File: src/rtl/miss_fill_engine_if.sv
// miss_fill_engine_if: lookup, memory burst and array-write signals of the miss fill engine
interface miss_fill_engine_if #(
  parameter int TAG_W    = 8,
  parameter int SET_W    = 4,
  parameter int OFF_W    = 4,
  parameter int NUM_WAYS = 4,
  parameter int DATA_W   = 20
);
  logic                        i_valid, i_cache_hit;
  logic [TAG_W-1:0]            i_tag;
  logic [SET_W-1:0]            i_set;
  logic [OFF_W-1:0]            i_offset;
  logic [NUM_WAYS-1:0]         i_sa_valid_bits;
  logic                        o_ready, o_miss_state;
  logic [TAG_W+SET_W+OFF_W-1:0] o_mem_req_addr;
  logic                        o_mem_req_valid, i_mem_req_ready;
  logic [DATA_W-1:0]           i_mem_data;
  logic                        i_mem_data_valid, o_mem_data_ready;
  logic [SET_W+OFF_W-1:0]      o_da_addr;
  logic [DATA_W-1:0]           o_da_data;
  logic [NUM_WAYS-1:0]         o_da_mask;
  logic                        o_da_valid, i_da_halt;
  logic [SET_W-1:0]            o_ta_addr;
  logic [NUM_WAYS*TAG_W-1:0]   o_ta_data;
  logic [NUM_WAYS-1:0]         o_ta_mask;
  logic                        o_ta_valid, i_ta_halt;
  logic [SET_W-1:0]            o_sa_addr;
  logic [NUM_WAYS-1:0]         o_sa_data, o_sa_mask;
  logic                        o_sa_valid, i_sa_halt;
  logic [DATA_W-1:0]           o_word;
  logic                        o_word_valid, o_done;
  modport master (
    input  i_valid, i_cache_hit, i_tag, i_set, i_offset, i_sa_valid_bits,
           i_mem_req_ready, i_mem_data, i_mem_data_valid, i_da_halt, i_ta_halt, i_sa_halt,
    output o_ready, o_miss_state, o_mem_req_addr, o_mem_req_valid, o_mem_data_ready,
           o_da_addr, o_da_data, o_da_mask, o_da_valid,
           o_ta_addr, o_ta_data, o_ta_mask, o_ta_valid,
           o_sa_addr, o_sa_data, o_sa_mask, o_sa_valid,
           o_word, o_word_valid, o_done
  );
  modport slave (
    output i_valid, i_cache_hit, i_tag, i_set, i_offset, i_sa_valid_bits,
           i_mem_req_ready, i_mem_data, i_mem_data_valid, i_da_halt, i_ta_halt, i_sa_halt,
    input  o_ready, o_miss_state, o_mem_req_addr, o_mem_req_valid, o_mem_data_ready,
           o_da_addr, o_da_data, o_da_mask, o_da_valid,
           o_ta_addr, o_ta_data, o_ta_mask, o_ta_valid,
           o_sa_addr, o_sa_data, o_sa_mask, o_sa_valid,
           o_word, o_word_valid, o_done
  );
endinterface

File: src/rtl/miss_fill_engine.sv
// miss_fill_engine: picks a victim way, burst-fills the block, forwards the missed word, then writes tag and status
module miss_fill_engine #(
  parameter int TAG_W    = 8,
  parameter int SET_W    = 4,
  parameter int OFF_W    = 4,
  parameter int NUM_WAYS = 4,
  parameter int DATA_W   = 20
) (
  input logic clk,
  input logic arst_n,
  miss_fill_engine_if.master bus
);
  localparam int VW = (NUM_WAYS > 1) ? $clog2(NUM_WAYS) : 1;
  typedef enum logic [2:0] {IDLE, REQ, FILL, UPDATE, DONE} state_t;
  state_t state, state_nx;
  logic [TAG_W-1:0]    tag_q;
  logic [SET_W-1:0]    set_q;
  logic [OFF_W-1:0]    off_q, cnt;
  logic [NUM_WAYS-1:0] vbits_q, way_oh;
  logic [VW-1:0]       rr, victim, way_q;
  logic [DATA_W-1:0]   word_q;
  logic                word_valid_q, ta_done, sa_done;
  logic                miss, beat, ta_valid, sa_valid, ta_fire, sa_fire;
  // lowest-index invalid way wins; round-robin only when the set is full
  always_comb begin
    victim = rr;
    for (int k = NUM_WAYS - 1; k >= 0; k--)
      if (!bus.i_sa_valid_bits[k]) victim = VW'(k);
  end
  always_comb begin
    miss     = (state == IDLE) & bus.i_valid & ~bus.i_cache_hit;
    beat     = (state == FILL) & bus.i_mem_data_valid & ~bus.i_da_halt;
    ta_valid = (state == UPDATE) & ~ta_done;
    sa_valid = (state == UPDATE) & ~sa_done;
    ta_fire  = ta_valid & ~bus.i_ta_halt;
    sa_fire  = sa_valid & ~bus.i_sa_halt;
    state_nx = state;
    case (state)
      IDLE:    state_nx = miss ? REQ : IDLE;
      REQ:     state_nx = bus.i_mem_req_ready ? FILL : REQ;
      FILL:    state_nx = (beat & (&cnt)) ? UPDATE : FILL;
      UPDATE:  state_nx = ((ta_done | ta_fire) & (sa_done | sa_fire)) ? DONE : UPDATE;
      default: state_nx = IDLE;
    endcase
  end
  always_ff @(posedge clk or negedge arst_n)
    if (!arst_n) state <= IDLE;
    else state <= state_nx;
  always_ff @(posedge clk or negedge arst_n)
    if (!arst_n) begin
      tag_q        <= '0;
      set_q        <= '0;
      off_q        <= '0;
      vbits_q      <= '0;
      way_q        <= '0;
      rr           <= '0;
      cnt          <= '0;
      word_q       <= '0;
      word_valid_q <= 1'b0;
      ta_done      <= 1'b0;
      sa_done      <= 1'b0;
    end else begin
      if (miss) begin
        tag_q   <= bus.i_tag;
        set_q   <= bus.i_set;
        off_q   <= bus.i_offset;
        vbits_q <= bus.i_sa_valid_bits;
        way_q   <= victim;
        if (victim == rr) rr <= (rr == VW'(NUM_WAYS - 1)) ? '0 : rr + 1'b1;
      end
      if (beat) cnt <= cnt + 1'b1;
      word_valid_q <= beat & (cnt == off_q);
      if (beat & (cnt == off_q)) word_q <= bus.i_mem_data;
      ta_done <= (state == UPDATE) & (ta_done | ta_fire);
      sa_done <= (state == UPDATE) & (sa_done | sa_fire);
    end
  assign way_oh               = NUM_WAYS'(1) << way_q;
  assign bus.o_ready          = state == IDLE;
  assign bus.o_miss_state     = state != IDLE;
  assign bus.o_mem_req_valid  = state == REQ;
  assign bus.o_mem_req_addr   = (state == REQ) ? {tag_q, set_q, {OFF_W{1'b0}}} : '0;
  assign bus.o_mem_data_ready = (state == FILL) & ~bus.i_da_halt;
  assign bus.o_da_valid       = beat;
  assign bus.o_da_addr        = beat ? {set_q, cnt} : '0;
  assign bus.o_da_data        = beat ? bus.i_mem_data : '0;
  assign bus.o_da_mask        = beat ? way_oh : '0;
  assign bus.o_ta_valid       = ta_valid;
  assign bus.o_ta_addr        = ta_valid ? set_q : '0;
  assign bus.o_ta_data        = ta_valid ? {NUM_WAYS{tag_q}} : '0;
  assign bus.o_ta_mask        = ta_valid ? way_oh : '0;
  assign bus.o_sa_valid       = sa_valid;
  assign bus.o_sa_addr        = sa_valid ? set_q : '0;
  assign bus.o_sa_data        = sa_valid ? (vbits_q | way_oh) : '0;
  assign bus.o_sa_mask        = sa_valid ? '1 : '0;
  assign bus.o_word           = word_q;
  assign bus.o_word_valid     = word_valid_q;
  assign bus.o_done           = state == DONE;
endmodule

File: src/flat_wrapper.sv
// flat-port wrapper written by rule: the top's interface ports become plain ports
module miss_fill_engine_flat 
#(
  parameter int TAG_W    = 8,
  parameter int SET_W    = 4,
  parameter int OFF_W    = 4,
  parameter int NUM_WAYS = 4,
  parameter int DATA_W   = 20
)
  (clk, arst_n, bus_i_valid, bus_i_cache_hit, bus_i_tag, bus_i_set, bus_i_offset, bus_i_sa_valid_bits, bus_i_mem_req_ready, bus_i_mem_data, bus_i_mem_data_valid, bus_i_da_halt, bus_i_ta_halt, bus_i_sa_halt, bus_o_ready, bus_o_miss_state, bus_o_mem_req_addr, bus_o_mem_req_valid, bus_o_mem_data_ready, bus_o_da_addr, bus_o_da_data, bus_o_da_mask, bus_o_da_valid, bus_o_ta_addr, bus_o_ta_data, bus_o_ta_mask, bus_o_ta_valid, bus_o_sa_addr, bus_o_sa_data, bus_o_sa_mask, bus_o_sa_valid, bus_o_word, bus_o_word_valid, bus_o_done);
  miss_fill_engine_if #(.TAG_W(TAG_W), .SET_W(SET_W), .OFF_W(OFF_W), .NUM_WAYS(NUM_WAYS), .DATA_W(DATA_W)) bus_i ();
  input logic clk;
  input logic arst_n;
  input wire logic [$bits(bus_i.i_valid)-1:0] bus_i_valid;
  input wire logic [$bits(bus_i.i_cache_hit)-1:0] bus_i_cache_hit;
  input wire logic [$bits(bus_i.i_tag)-1:0] bus_i_tag;
  input wire logic [$bits(bus_i.i_set)-1:0] bus_i_set;
  input wire logic [$bits(bus_i.i_offset)-1:0] bus_i_offset;
  input wire logic [$bits(bus_i.i_sa_valid_bits)-1:0] bus_i_sa_valid_bits;
  input wire logic [$bits(bus_i.i_mem_req_ready)-1:0] bus_i_mem_req_ready;
  input wire logic [$bits(bus_i.i_mem_data)-1:0] bus_i_mem_data;
  input wire logic [$bits(bus_i.i_mem_data_valid)-1:0] bus_i_mem_data_valid;
  input wire logic [$bits(bus_i.i_da_halt)-1:0] bus_i_da_halt;
  input wire logic [$bits(bus_i.i_ta_halt)-1:0] bus_i_ta_halt;
  input wire logic [$bits(bus_i.i_sa_halt)-1:0] bus_i_sa_halt;
  output wire logic [$bits(bus_i.o_ready)-1:0] bus_o_ready;
  output wire logic [$bits(bus_i.o_miss_state)-1:0] bus_o_miss_state;
  output wire logic [$bits(bus_i.o_mem_req_addr)-1:0] bus_o_mem_req_addr;
  output wire logic [$bits(bus_i.o_mem_req_valid)-1:0] bus_o_mem_req_valid;
  output wire logic [$bits(bus_i.o_mem_data_ready)-1:0] bus_o_mem_data_ready;
  output wire logic [$bits(bus_i.o_da_addr)-1:0] bus_o_da_addr;
  output wire logic [$bits(bus_i.o_da_data)-1:0] bus_o_da_data;
  output wire logic [$bits(bus_i.o_da_mask)-1:0] bus_o_da_mask;
  output wire logic [$bits(bus_i.o_da_valid)-1:0] bus_o_da_valid;
  output wire logic [$bits(bus_i.o_ta_addr)-1:0] bus_o_ta_addr;
  output wire logic [$bits(bus_i.o_ta_data)-1:0] bus_o_ta_data;
  output wire logic [$bits(bus_i.o_ta_mask)-1:0] bus_o_ta_mask;
  output wire logic [$bits(bus_i.o_ta_valid)-1:0] bus_o_ta_valid;
  output wire logic [$bits(bus_i.o_sa_addr)-1:0] bus_o_sa_addr;
  output wire logic [$bits(bus_i.o_sa_data)-1:0] bus_o_sa_data;
  output wire logic [$bits(bus_i.o_sa_mask)-1:0] bus_o_sa_mask;
  output wire logic [$bits(bus_i.o_sa_valid)-1:0] bus_o_sa_valid;
  output wire logic [$bits(bus_i.o_word)-1:0] bus_o_word;
  output wire logic [$bits(bus_i.o_word_valid)-1:0] bus_o_word_valid;
  output wire logic [$bits(bus_i.o_done)-1:0] bus_o_done;
  assign bus_i.i_valid = bus_i_valid;
  assign bus_i.i_cache_hit = bus_i_cache_hit;
  assign bus_i.i_tag = bus_i_tag;
  assign bus_i.i_set = bus_i_set;
  assign bus_i.i_offset = bus_i_offset;
  assign bus_i.i_sa_valid_bits = bus_i_sa_valid_bits;
  assign bus_i.i_mem_req_ready = bus_i_mem_req_ready;
  assign bus_i.i_mem_data = bus_i_mem_data;
  assign bus_i.i_mem_data_valid = bus_i_mem_data_valid;
  assign bus_i.i_da_halt = bus_i_da_halt;
  assign bus_i.i_ta_halt = bus_i_ta_halt;
  assign bus_i.i_sa_halt = bus_i_sa_halt;
  assign bus_o_ready = bus_i.o_ready;
  assign bus_o_miss_state = bus_i.o_miss_state;
  assign bus_o_mem_req_addr = bus_i.o_mem_req_addr;
  assign bus_o_mem_req_valid = bus_i.o_mem_req_valid;
  assign bus_o_mem_data_ready = bus_i.o_mem_data_ready;
  assign bus_o_da_addr = bus_i.o_da_addr;
  assign bus_o_da_data = bus_i.o_da_data;
  assign bus_o_da_mask = bus_i.o_da_mask;
  assign bus_o_da_valid = bus_i.o_da_valid;
  assign bus_o_ta_addr = bus_i.o_ta_addr;
  assign bus_o_ta_data = bus_i.o_ta_data;
  assign bus_o_ta_mask = bus_i.o_ta_mask;
  assign bus_o_ta_valid = bus_i.o_ta_valid;
  assign bus_o_sa_addr = bus_i.o_sa_addr;
  assign bus_o_sa_data = bus_i.o_sa_data;
  assign bus_o_sa_mask = bus_i.o_sa_mask;
  assign bus_o_sa_valid = bus_i.o_sa_valid;
  assign bus_o_word = bus_i.o_word;
  assign bus_o_word_valid = bus_i.o_word_valid;
  assign bus_o_done = bus_i.o_done;
  miss_fill_engine #(.TAG_W(TAG_W), .SET_W(SET_W), .OFF_W(OFF_W), .NUM_WAYS(NUM_WAYS), .DATA_W(DATA_W)) u_core (.clk(clk), .arst_n(arst_n), .bus(bus_i));
endmodule
File: config.mk
export PLATFORM = sky130hd
export DESIGN_NAME = miss_fill_engine_flat
export DESIGN_NICKNAME = d
export VERILOG_FILES = /design/src/rtl/miss_fill_engine_if.sv /design/src/rtl/miss_fill_engine.sv /design/src/flat_wrapper.sv
export SDC_FILE = /design/constraint.sdc
export NUM_CORES = 1
export LEC_CHECK = 0
export ABC_CLOCK_PERIOD_IN_PS = 2200
export BUFFER_PORTS_ARGS = -buffer_cell sky130_fd_sc_hd__clkbuf_2
export CAP_MARGIN = 20
export CORE_MARGIN = 2
export CORE_UTILIZATION = 45
export CTS_BUF_LIST = sky130_fd_sc_hd__clkbuf_8 sky130_fd_sc_hd__clkbuf_16
export DETAILED_ROUTE_END_ITERATION = 10
export PLACE_DENSITY = 0.88
export SLEW_MARGIN = 20
export SYNTH_ARGS = -nofsm -noshare
export SYNTH_HDL_FRONTEND = slang
export SYNTH_SLANG_ARGS = --single-unit
File: constraint.sdc
create_clock -name clk -period 2.2 [get_ports clk]
set_input_delay 0.22 -clock clk [delete_from_list [all_inputs] [get_ports clk]]
set_output_delay 0.22 -clock clk [all_outputs]
set_load 0.02 [all_outputs]
## Yosys cells after proc, flatten, opt, wreduce, memory -nomap -nowiden

Index checks and enable logic that the tools add are counted.

| storage, ports and cells | value |
|---|---|
| register bits | 54 |
| input port bits | 49 |
| output and inout port bits | 129 |
| word-level logic and storage cells | 69 |

| operators by class | value |
|---|---|
| add/sub/neg operators | 2 |
| eq/ne operators | 7 |
| shift operators | 1 |
| muxes and demuxes | 20 |
| bitwise gates (word level) | 23 |
| reduce and logical (&&, ||, !) cells | 4 |

Operator list:

| kind | number |
|---|---|
| 2-to-1 mux 32 bit | 1 |
| 2-to-1 mux 4 bit | 6 |
| 2-to-1 mux 20 bit | 1 |
| 2-to-1 mux 16 bit | 1 |
| bitwise AND 1 bit | 14 |
| 2-to-1 mux 2 bit | 6 |
| one-hot mux 3 bit (4 select lines) | 1 |
| 2-to-1 mux 8 bit | 1 |
| == test 3 x 2 -> 1 bit, second input constant | 2 |
| NOT 1 bit | 6 |
| adder 4 x 1 -> 4 bit, second input constant | 1 |
| == test 4 bit | 1 |
| bitwise OR 4 bit | 1 |
| AND reduction 4 bit | 1 |
| left shift 1 x 2 -> 4 bit, first input constant | 1 |
| == test 3 x 1 -> 1 bit, second input constant | 1 |
| == test 3 bit, second input constant | 1 |
| logical NOT 3 bit | 1 |
| 2-to-1 mux 3 bit | 1 |
| nonzero test 3 bit | 1 |
| adder 2 x 1 -> 2 bit, second input constant | 1 |
| == test 2 bit | 1 |
| == test 2 bit, second input constant | 1 |
| 2-to-1 mux 1 bit | 2 |
| other kinds (2) | 3 |

## Logic depth before layout (Yosys ltp)

Gate-level depths: netlist of run 1.

| depth | value |
|---|---|
| depth after elaboration | 7 |
| depth in mapped cells | 6 |
| mapped depth without buffers | 5 |

## Worst setup path before layout of run 1

No wires, ideal clock.

| path | value |
|---|---|
| path type | register to output |
| start point | register u_core.state[2] |
| end point | output bus_o_sa_addr[0] |
| arrival | 1.738 ns |
| data required time | 1.980 ns |
| setup slack | 0.242 ns |
| stages on the path, launching flop included | 6 |
| path buffers | 2 |
| cell sequence | dfrtp_1 buf_6 nand3b_1 clkbuf_1 nor2_1 and2_1 |

| on the way | value |
|---|---|
| cells in the longest elaborated chain, start to end | 3 |

RTL lines:

| what | RTL line | source |
|---|---|---|
| start, declared | miss_fill_engine.sv:15 | `state_t state, state_nx;` |
| start signal, assigned | miss_fill_engine.sv:48 | `else state <= state_nx;` |
| == test 3 x 2 -> 1 bit | miss_fill_engine.sv:34 | `sa_valid = (state == UPDATE) & ~sa_done;` |
| bitwise AND 1 bit | miss_fill_engine.sv:34 |  |
| named net bus_o_sa_valid | flat_wrapper.sv:42 | `output wire logic [$bits(bus_i.o_sa_valid)-1:0] bus_o_sa_valid;` |
| 2-to-1 mux 4 bit | miss_fill_engine.sv:92 | `assign bus.o_sa_addr = sa_valid ? set_q : '0;` |
| end, declared | flat_wrapper.sv:39 | `output wire logic [$bits(bus_i.o_sa_addr)-1:0] bus_o_sa_addr;` |

The timed path passes the listed nets, and every way through them passes these cells.

## Final worst setup path of run 1

| path | value |
|---|---|
| start point | register u_core.state[2] |
| end point | output bus_o_da_addr[2] |

| on the way | value |
|---|---|
| cells in the longest elaborated chain, start to end | 4 |

RTL lines:

| what | RTL line | source |
|---|---|---|
| == test 3 x 2 -> 1 bit | miss_fill_engine.sv:32 | `beat = (state == FILL) & bus.i_mem_data_valid & ~bus.i_da_halt;` |
| bitwise AND 1 bit (2 in series) | miss_fill_engine.sv:32 |  |
| 2-to-1 mux 8 bit | miss_fill_engine.sv:84 | `assign bus.o_da_addr = beat ? {set_q, cnt} : '0;` |
| end, declared | flat_wrapper.sv:31 | `output wire logic [$bits(bus_i.o_da_addr)-1:0] bus_o_da_addr;` |

Every way passes these cells.

==> results.md, run 1 <==
- Worst-path fanout max: 29
- Drt via density: between 4 and 5
- Crit. End Element: output pin
- # rows: 30
- Final hold vios: 0
- Die span in x: slightly below 90 um
- Synthesis warning total: 0
- Final ANT Viol Nets: 0
- DR iter-0 viols: 106
- N_diodes: 0
- Fmax: ~0.47 GHz
- Clock sink count: 54
- Global-route wire length before repair: 11380 um
- Crit path arrival time: 1.91 ns
- Synth top area share: 0.4286
- Seq. cell area: roughly 0.0014 sq mm
- Hold path cells: 2
- Final setup fails: 0
- RSZ-0062 raised after global routing: no
- Most area-hungry cell type in the Yosys netlist: dfrtp_1
- Syn avg cell area: between 10 and 15 sq um
- Share of the yosys chip area belonging to registers: 0.4286
- Die height: just under 90 um
- Worst Path Required: 1.98 ns
- Top post-synthesis cells by area: dfrtp_1 43%, mux2_4 9.0%, buf_4 7.6%
- Maximum clock path buffer count: 2
- Clk root buf: clkbuf_8
- WL per Instance: between 10 and 15 um
- Status: finished, final reports clean
- Final clock skew: ~0.0096 ns
- Final Util: 0.5873
- Worst path slowest cell: dfrtp_1
- IR drop worst, VDD: just over 0.5 mV
- Residual DRC: 0
- Tmin final: around 2.1 ns
- Clock Latency Late Sink: ~0.31 ns
- TritonRoute pass-1 iters: 4
- Mapped Cells: ~290
- Htree depth: 2
- I/O pin cnt: 178
- Final slew viol count: 0
- Synthesized flop and latch total: 54
- Main synth FF type: dfrtp_1
- Fill cell count: 562
- Overall Global Routing Usage: 0.1928
- Total power: between 5 and 6 mW
- Met2 usage: 0.3650
- Ys async rst share: 1.000
- Busiest layer in global routing: met2
- Max cap viols: 0
- DIE AREA: between 0.007 and 0.008 sq mm
- Clock slew at reported path FFs: ~0.1 ns
- Critical path class: register to output pin
- I/O Buffers: between 150 and 200
- PD cells: 1302 mW/mm^2
- Tightest Pin Transition: roughly 0.71 ns
- Min-Delay Startpoint: bus_i_ta_halt
- Hpwl dp: roughly 6100 um
- Commonest cells post-synth: 54 x dfrtp_1, 32 x buf_4, 30 x and3_1
- Starting Density: 0.4641
- Crit share post-route: 0.9666
- Antenna violations before repair: 0
- Post-CTS setup buffer count: 0
- R2R depth: 5
- Final worst setup slack: 0.07340 ns
- Vias: approximately 2.6k
- Met1 GRT Util: 0.2238
- FF-to-FF End: u_core.bus.o_word[4]
- Gr ovfl total: 0
- GRT met3 Usage: 0.03016
- Ordered cell list for the critical path: nor4b_4 -> buf_6 -> and3_1 -> clkbuf_2
- Reg2reg start: u_core.state[2]
- Worst slew margin: 0.5255
- Hold WC Path Type: primary input to register
- EDFF count, synth: 0
- Global placement routability congestion: roughly 0.85
- Final Routed Wirelength: about 8000 um
- Pin count of the biggest net entering global routing: 30
- Area grow syn2layout: 26.55%
- Worst path max stage delay: between 0.5 and 0.6 ns
- Crit path launch type: register
- Final-stage net count: 483
- Worst reg2reg setup slack: between 0.3 and 0.4 ns
- CTS Buf Count: 5
- Vias in the first global route: 2307
- Hold slack: between 0.09 and 0.1 ns
- Area of the multi-input gates: 0.001420 sq mm
- Synth Cell Area: around 0.0032 sq mm
- DP Worst Slack: roughly 0.32 ns
- Yosys cell types: 45
- Leak Pwr: roughly 2.2 nW
- Layout cells sized above 1: 0.5473
- Total Neg Setup Slack: 0 ns
- Most common cell in the netlist: dfrtp_1
- Hold endpoint: u_core.ta_done
- TritonCTS clock tree: yes
- Core footprint: around 0.0068 sq mm
cell type report:
cell class,count,share of cell area
tap,96,0.03010
sequential,54,0.3393
timing repair buffer,182,0.2418
inverter,9,0.008467
multi-input combinational,180,0.3559
clock inverter,3,0.007212
clock buffer,5,0.01725
cells in the final DEF (no fill, tap or decap), drive strengths merged, types with 6 or more instances in the layout:
cell,count
and2,28
nor3,7
and3,30
inv,10
nand2,11
clkbuf,178
o21ai,6
nor2,11
xnor2,7
dfrtp,54
buf,8
mux2,40
per-stage QoR:
step | area (sq um) | std cells
after floorplan | 3164 | 292
after global placement | 3876 | 520
after detailed placement | 3876 | 520
after CTS | 3988 | 529
after global routing | 3990 | 529
final | 3990 | 529
flip-flops by register name (all words and copies together) (netlist names):
register and count:
u_core.off_q 4, u_core.set_q 4, u_core.vbits_q 4, u_core.state 3, u_core.tag_q 8, u_core.cnt 4, u_core.sa_done 1, u_core.ta_done 1
u_core.bus.o_word 20, u_core.bus.o_word_valid 1, u_core.way_q 2, u_core.rr 2
routing by layer:
metal / share of wire / up-vias
met4: 0.0079 / 0
met3: 0.048 / 4
met1: 0.39 / 1234
met5: 0 / -
li1: - / 1238
met2: 0.56 / 111
logic make-up (layout without fill, tap and decap cells):
group           after synthesis  count (layout)  synth area share
xor+xnor                      7               7           0.01944
fa+ha+maj                     2               2          0.007935
mux                          40              40            0.1655
compound gates               24              24           0.05000
other cells                   1               4          0.001189
flops                        54              54            0.4286
simple gates                103             103            0.2028
buf+inv                      58             199            0.1246
power breakdown:
group	total [mW]	internal, mW	switching [mW]
combinational	2.78	1.18	1.60
clock	0.582	0.237	0.345
sequential	1.84	1.43	0.403
total	5.20	2.85	2.34
how the worst max path moves through the flow:
stage / slack, ns / startpoint / endpoint
after CTS: 0.04 / u_core.state[0] / bus_o_da_addr[2]
after detailed placement: 0.32 / u_core.state[0] / u_core.bus.o_word[4]
after global placement: 0.39 / u_core.state[0] / bus_o_da_addr[2]
after global routing: 0.007 / u_core.state[2] / bus_o_da_addr[2]
after floorplan: 0.24 / u_core.state[2] / bus_o_sa_addr[0]
final: 0.07 / u_core.state[2] / bus_o_da_addr[2]
critical path: cells and delay by family (launching register included):
family | cells | cell delay, ns
flip-flops | 1 | 0.52
buffers and inverters | 2 | 0.44
AND/OR/NAND/NOR | 2 | 0.65
repair_timing:
action	CTS	global route
gates cloned	0	0
hold buffers	1	0
resized for setup	1	2
endpoints found under the hold margin	26	0
endpoints found under the setup margin	1	2
No activity file was read; power rests on OpenSTA's default activity.
==> inputs of run 2 (changes only) <==
- CORE_MARGIN: 2 -> 4
- REMOVE_ABC_BUFFERS: unset -> 1
==> run 2 against run 1 <==
Flip-flop and latch count unchanged. Final cell count unchanged. Via count down 1.4%. Combinational power about the same. Die area up 9.3%. Sequential share of layout area up 0.15 points. Utilization down 0.26 points. Register-to-register slack about the same. Power down 1.2%. Worst setup slack better by 0.027 ns. Largest power group unchanged. Highest routed layer unchanged.
==> results.md, run 2 (synthesis results as in run 1) <==
- Total power: 5.136 mW (-1.2%)
- Crit path arrival time: 1.88 ns (-0.03 ns)
- Tmin final: 2.099 ns (-0.02730 ns)
- Worst Path Required: 1.98 ns (about the same)
- Clock sink count: 54 (unchanged)
- Final Routed Wirelength: 7803 um (-1.0%)
- Die height: 91.71 um (+4.6%)
- Residual DRC: 0 (unchanged)
- Fin area: 0.003973 sq mm (-0.44%)
- R2R depth: 5 (unchanged)
- Final worst setup slack: 0.1007 ns (+0.02730 ns)
- Status: finished, final reports clean
- RSZ-0062 raised after global routing: no
- Worst reg2reg setup slack: 0.32 ns (about the same)
- PD cells: 1293 mW/mm^2 (-0.73%)
- Hold WC Path Type: primary input to register
- Hold slack: 0.1106 ns (+0.01441 ns)
- Antenna violations before repair: 0 (unchanged)
- Most frequent cells in the layout: 173 x clkbuf_2, 52 x dfrtp_1, 30 x and3_1
- Met2 usage: 0.3335 (-0.03148)
- GRT met3 Usage: 0.04184 (+0.01168)
- Clock Latency Late Sink: 0.30 ns (about the same)
- Clock slew at reported path FFs: 0.10 ns (about the same)
- Met1 GRT Util: 0.2041 (-0.01971)
- IR drop worst, VDD: 0.4846 mV (-3.7%)
- Crit. End Element: output pin
- Layout cells sized above 1: 0.5473 (unchanged)
- Reg2reg start: u_core.state[2]
- Area grow syn2layout: 25.99%
- DIE AREA: 0.008410 sq mm (+9.3%)
- Crit path launch type: register
- CTS Buf Count: 5 (unchanged)
- I/O Buffers: 173 (unchanged)
- Tightest Pin Transition: 0.5565 ns (-0.1552 ns)
- Global-route wire length before repair: 12640 um (+11%)
- Global placement routability congestion: 0.8157 (-4.1%)
- Final-stage net count: 483 (unchanged)
- Busiest layer in global routing: met2
- FF-to-FF End: u_core.bus.o_word[4]
- Final slew viol count: 0 (unchanged)
- Final clock skew: 0.003788 ns (-0.005791 ns)
- # rows: 30 (unchanged)
- Crit share post-route: 0.9542 (-0.01241)
- Commonest non-fill, non-tap cell in the layout: clkbuf_2
- TritonCTS clock tree: yes
- Final setup fails: 0 (unchanged)
- Htree depth: 2 (unchanged)
- Worst slew margin: 0.6277 (+0.1021)
- Setup crit start: u_core.state[2]
- Starting Density: 0.4641 (unchanged)
- Drt via density: 4.824 (-1.4%)
- Max reg flops: 20 (unchanged)
- Final ANT Viol Nets: 0 (unchanged)
- Gr ovfl total: 0 (unchanged)
- N_diodes: 0 (unchanged)
- Core footprint: 0.006794 sq mm (unchanged)
- Vias in the first global route: 2610 (+13%)
- Vias: 2552 (-1.4%)
- Pin count of the biggest net entering global routing: 30 (unchanged)
- Final Util: 0.5847 (-0.002578)
- Leak Pwr: 2.224 nW (-0.64%)
- Die span in x: 91.71 um (+4.6%)
- Critical path endpoint: bus_o_da_addr[2]
- DP Worst Slack: 0.3247 ns (+0.001461 ns)
- Worst-path fanout max: 29 (unchanged)
- Critical path class: register to output pin
- DR iter-0 viols: 52 (-51%)
- TritonRoute pass-1 iters: 4 (unchanged)
- Max cap viols: 0 (unchanged)
- Overall Global Routing Usage: 0.1821 (-0.01064)
- I/O pin cnt: 178 (unchanged)
- WL per Instance: 14.75 um (-1.0%)
- Fmax: 0.4764 GHz (+1.3%)
- Hpwl dp: 6259 um (+2.7%)
- Clk root buf: clkbuf_8
- Final hold vios: 0 (unchanged)
- Placed cell area: 0.003864 sq mm (-0.32%)
- Maximum clock path buffer count: 2 (unchanged)
run 2: cell types whose count changed in the layout (fill, tap and decap cells not counted), sizes merged:
cell,delta
clkinv,-2
clkinvlp,+2
run 2: how the worst min path moves through the flow:
stage | start | end | slack, ns | cells after the start
floorplan | arst_n | u_core.bus.o_word[0] | -0.08 | 0
global placement | arst_n | u_core.rr[1] | 0.15 | 1
detailed placement | arst_n | u_core.vbits_q[3] | 0.16 | 1
CTS | bus_i_ta_halt | u_core.ta_done | 0.1 | 2
global route | bus_i_ta_halt | u_core.ta_done | 0.1 | 2
finish | bus_i_ta_halt | u_core.ta_done | 0.11 | 2
run 2: final cells by class:
cell class / count / area (sq um)
Inverter: 9 / 33.78
Sequential cell: 54 / 1354
Clock inverter: 3 / 23.77
Tap cell: 96 / 120.1
Clock buffer: 5 / 68.82
Timing Repair Buffer: 182 / 952.2
Multi-Input combinational cell: 180 / 1420
Fill cell: 610 / 2821
run 2: power breakdown:
part | switching, mW | total [mW] | internal (mW)
logic | 1.58 | 2.75 | 1.17
clock network | 0.335 | 0.564 | 0.228
registers | 0.392 | 1.83 | 1.43
run 2: routing by layer:
layer	up-vias	wire length (um)
met2	104	4133
li1	1231	-
met4	0	180
met5	-	0
met1	1200	2915
met3	17	573
run 2: critical path: stages, from the launching register on:
cell and delay, ns:
dfrtp_1 0.52, nor4b_4 0.40, buf_6 0.25, and3_1 0.22, clkbuf_2 0.19
run 2: per-stage QoR:
stage / TNS (ns) / std cells
floorplan: -20.04 / 243
global placement: 0 / 520
detailed placement: 0 / 520
CTS: 0 / 529
global route: 0 / 529
finish: 0 / 529
run 2: repair_timing:
action,4_1_cts,5_1_grt
endpoints found under the hold margin,13,0
hold buffers,1,0
resized for setup,0,3
endpoints found under the setup margin,0,27
buffers inserted,0,0
==> inputs of run 3 (changes only) <==
--- a/config.mk
+++ b/config.mk
@@ -12,3 +12,2 @@
 export CORE_UTILIZATION = 45
-export CTS_BUF_LIST = sky130_fd_sc_hd__clkbuf_8 sky130_fd_sc_hd__clkbuf_16
 export DETAILED_ROUTE_END_ITERATION = 10
==> constraint.sdc (replaced) <==
create_clock -name clk -period 2.2 [get_ports clk]
set_input_delay 0.44 -clock clk [delete_from_list [all_inputs] [get_ports clk]]
set_output_delay 0.44 -clock clk [all_outputs]
set_load 0.02 [all_outputs]
==> run 3 against run 2 <==
Critical path depth is 1 higher. Clock skew is 0.0042 ns higher. First-iteration DRC count is 63% higher. Largest power group unchanged.
==> results.md, run 3 (synthesis results as in run 1) <==
- Busiest layer in global routing: met2
- Critical path class: register to output pin
- Vias in the first global route: 2577 (-1.3%)
- RSZ-0062 raised after global routing: yes
- DIE AREA: 0.008410 sq mm (unchanged)
- Final setup fails: 0 (unchanged)
- Overall Global Routing Usage: 0.1895 (+0.007400)
- Crit path launch type: register
- I/O Buffers: 173 (unchanged)
- Final Routed Wirelength: 8305 um (+6.4%)
- Met2 usage: 0.3488 (+0.01522)
- Starting Density: 0.4641 (unchanged)
- Worst-path fanout max: 14 (-52%)
- Gr ovfl total: 0 (unchanged)
- Final-stage net count: 491 (+1.7%)
- Tmin final: 2.126 ns (+0.02632 ns)
- Maximum clock path buffer count: 2 (unchanged)
- Die span in x: 91.71 um (unchanged)
- GRT met3 Usage: 0.03938 (-0.002461)
- Fmax: 0.4705 GHz (-1.2%)
- Most frequent cells in the layout: 140 x clkbuf_2, 54 x dfrtp_1, 30 x and3_1
- Crit share post-route: 0.9662 (+0.01196)
- Global-route wire length before repair: 12910 um (+2.1%)
- Vias: 2638 (+3.4%)
- Clock Latency Late Sink: 0.31 ns (about the same)
- Clock slew at reported path FFs: 0.10 ns (about the same)
- Pin count of the biggest net entering global routing: 55 (+83%)
- Worst Path Required: 1.76 ns (-0.22 ns)
- Total Neg Setup Slack: 0 ns (unchanged)
- Worst path slowest cell: dfrtp_1
- CTS Buf Count: 5 (unchanged)
- Layout cells sized above 1: 0.5737 (+0.02635)
- Worst path max stage delay: 0.43 ns (-0.09 ns)
- Final hold vios: 0 (unchanged)
- Tightest Pin Transition: 0.6869 ns (+0.1304 ns)
- Worst slew margin: 0.5421 (-0.08560)
- Status: finished, final reports clean
- Hold WC Path Type: primary input to async pin
- TritonCTS clock tree: yes
- Final slew viol count: 0 (unchanged)
- Max cap viols: 0 (unchanged)
- Placed cells: 523 (+0.58%)
- Crit. End Element: output pin
- PD cells: 1327 mW/mm^2 (+2.7%)
- TritonRoute pass-1 iters: 6 (+2)
- IR drop worst, VDD: 0.7205 mV (+49%)
- Max reg flops: 20 (unchanged)
- # rows: 30 (unchanged)
- Antenna violations before repair: 0 (unchanged)
- Non-Filler Instances: 537 (+1.5%)
- Ordered cell list for the critical path: nor4b_4 -> buf_6 -> buf_6 -> and3_1 -> buf_2
- Hpwl dp: 6193 um (-1.1%)
- CTS hold repair buffers: 0 (-1)
- Final ANT Viol Nets: 0 (unchanged)
- Area of the multi-input gates: 0.001446 sq mm (+1.9%)
- Clk root buf: clkbuf_8
- N_diodes: 0 (unchanged)
- Commonest non-fill, non-tap cell in the layout: clkbuf_2
- Crit path arrival time: 1.69 ns (-0.19 ns)
- DR iter-0 viols: 85 (+63%)
- Seq. cell area: 0.001351 sq mm (-0.18%)
- Global placement routability congestion: 0.8267 (+1.3%)
- Fill cell count: 564 (-7.5%)
- CP dominant cell by count: buf_6
- Residual DRC: 0 (unchanged)
- Die height: 91.71 um (unchanged)
- Htree depth: 2 (unchanged)
- WL per Instance: 15.47 um (+4.8%)
- Area grow syn2layout: 31.47%
- Met1 GRT Util: 0.2227 (+0.01865)
- Drt via density: 4.912 (+1.8%)
- Clock sink count: 54 (unchanged)
- Leak Pwr: 2.324 nW (+4.5%)
- Core footprint: 0.006794 sq mm (unchanged)
- Final clock skew: 0.008021 ns (+0.004233 ns)
- I/O pin cnt: 178 (unchanged)
## run 3: cell type report
type | count | share of cell area
Sequential cell | 54 | 0.3260
Clock buffer | 5 | 0.01660
Tap cell | 96 | 0.02898
Timing Repair Buffer | 190 | 0.2593
Multi-Input combinational cell | 180 | 0.3489
Clock inverter | 3 | 0.01147
Inverter | 9 | 0.008753
## run 3: per-stage QoR
step / utilization / hold slack [ns] / setup slack [ns] / area, sq um / power, mW
after floorplan: - / 0.1444 / -0.9278 / 2805 / 3.587
after global placement: 0.5720 / 0.4621 / 0.2095 / 3886 / 4.536
after detailed placement: 0.5720 / 0.4910 / 0.1700 / 3886 / 4.638
after CTS: 0.5954 / 0.2693 / 0.008255 / 4045 / 5.407
after global routing: 0.6101 / 0.3016 / -0.03692 / 4145 / 5.843
final: 0.6101 / 0.2413 / 0.07439 / 4145 / 5.502
## run 3: final timing paths
check,from,endpoint,slack (ns),cells past startpoint
max,u_core.state[2],bus_o_da_data[10],0.07,5
min,arst_n,u_core.vbits_q[1],0.24,2
max reg2reg,u_core.state[0],u_core.rr[1],0.33,6
min reg2reg,u_core.vbits_q[2],u_core.vbits_q[2],0.52,2
max in group asynchronous,arst_n,u_core.bus.o_word[11],1.50,2
min in group clk,bus_i_ta_halt,u_core.ta_done,0.33,2
## run 3: power by group
group          internal, mW  switching [mW]  total, mW  leakage [nW]
combinational          1.34            1.68       3.02          1.60
sequential             1.43           0.366       1.80         0.670
clock                 0.346           0.342      0.688        0.0587
total                  3.11            2.39       5.50          2.32
## run 3: metal layers
layer  vias up  part of all wire
met1      1274              0.39
met5         -                 0
li1       1251                 -
met2       105              0.54
met4         0             0.010
met3         8             0.058
## run 3: repair_timing
| action | CTS | global route |
|---|---|---|
| cloned | 2 | 0 |
| endpoints found under the hold margin | 0 | 0 |
| gates resized for setup | 6 | 65 |
| setup endpoints to repair | 35 | 83 |
| pin swaps | 1 | 0 |
| buffers inserted | 1 | 3 |
## run 3: worst max-delay path: cells and delay by family (launching register included)
family	cells	cell delay, ns
buf+inv	3	0.48
simple gates	2	0.45
flops	1	0.43
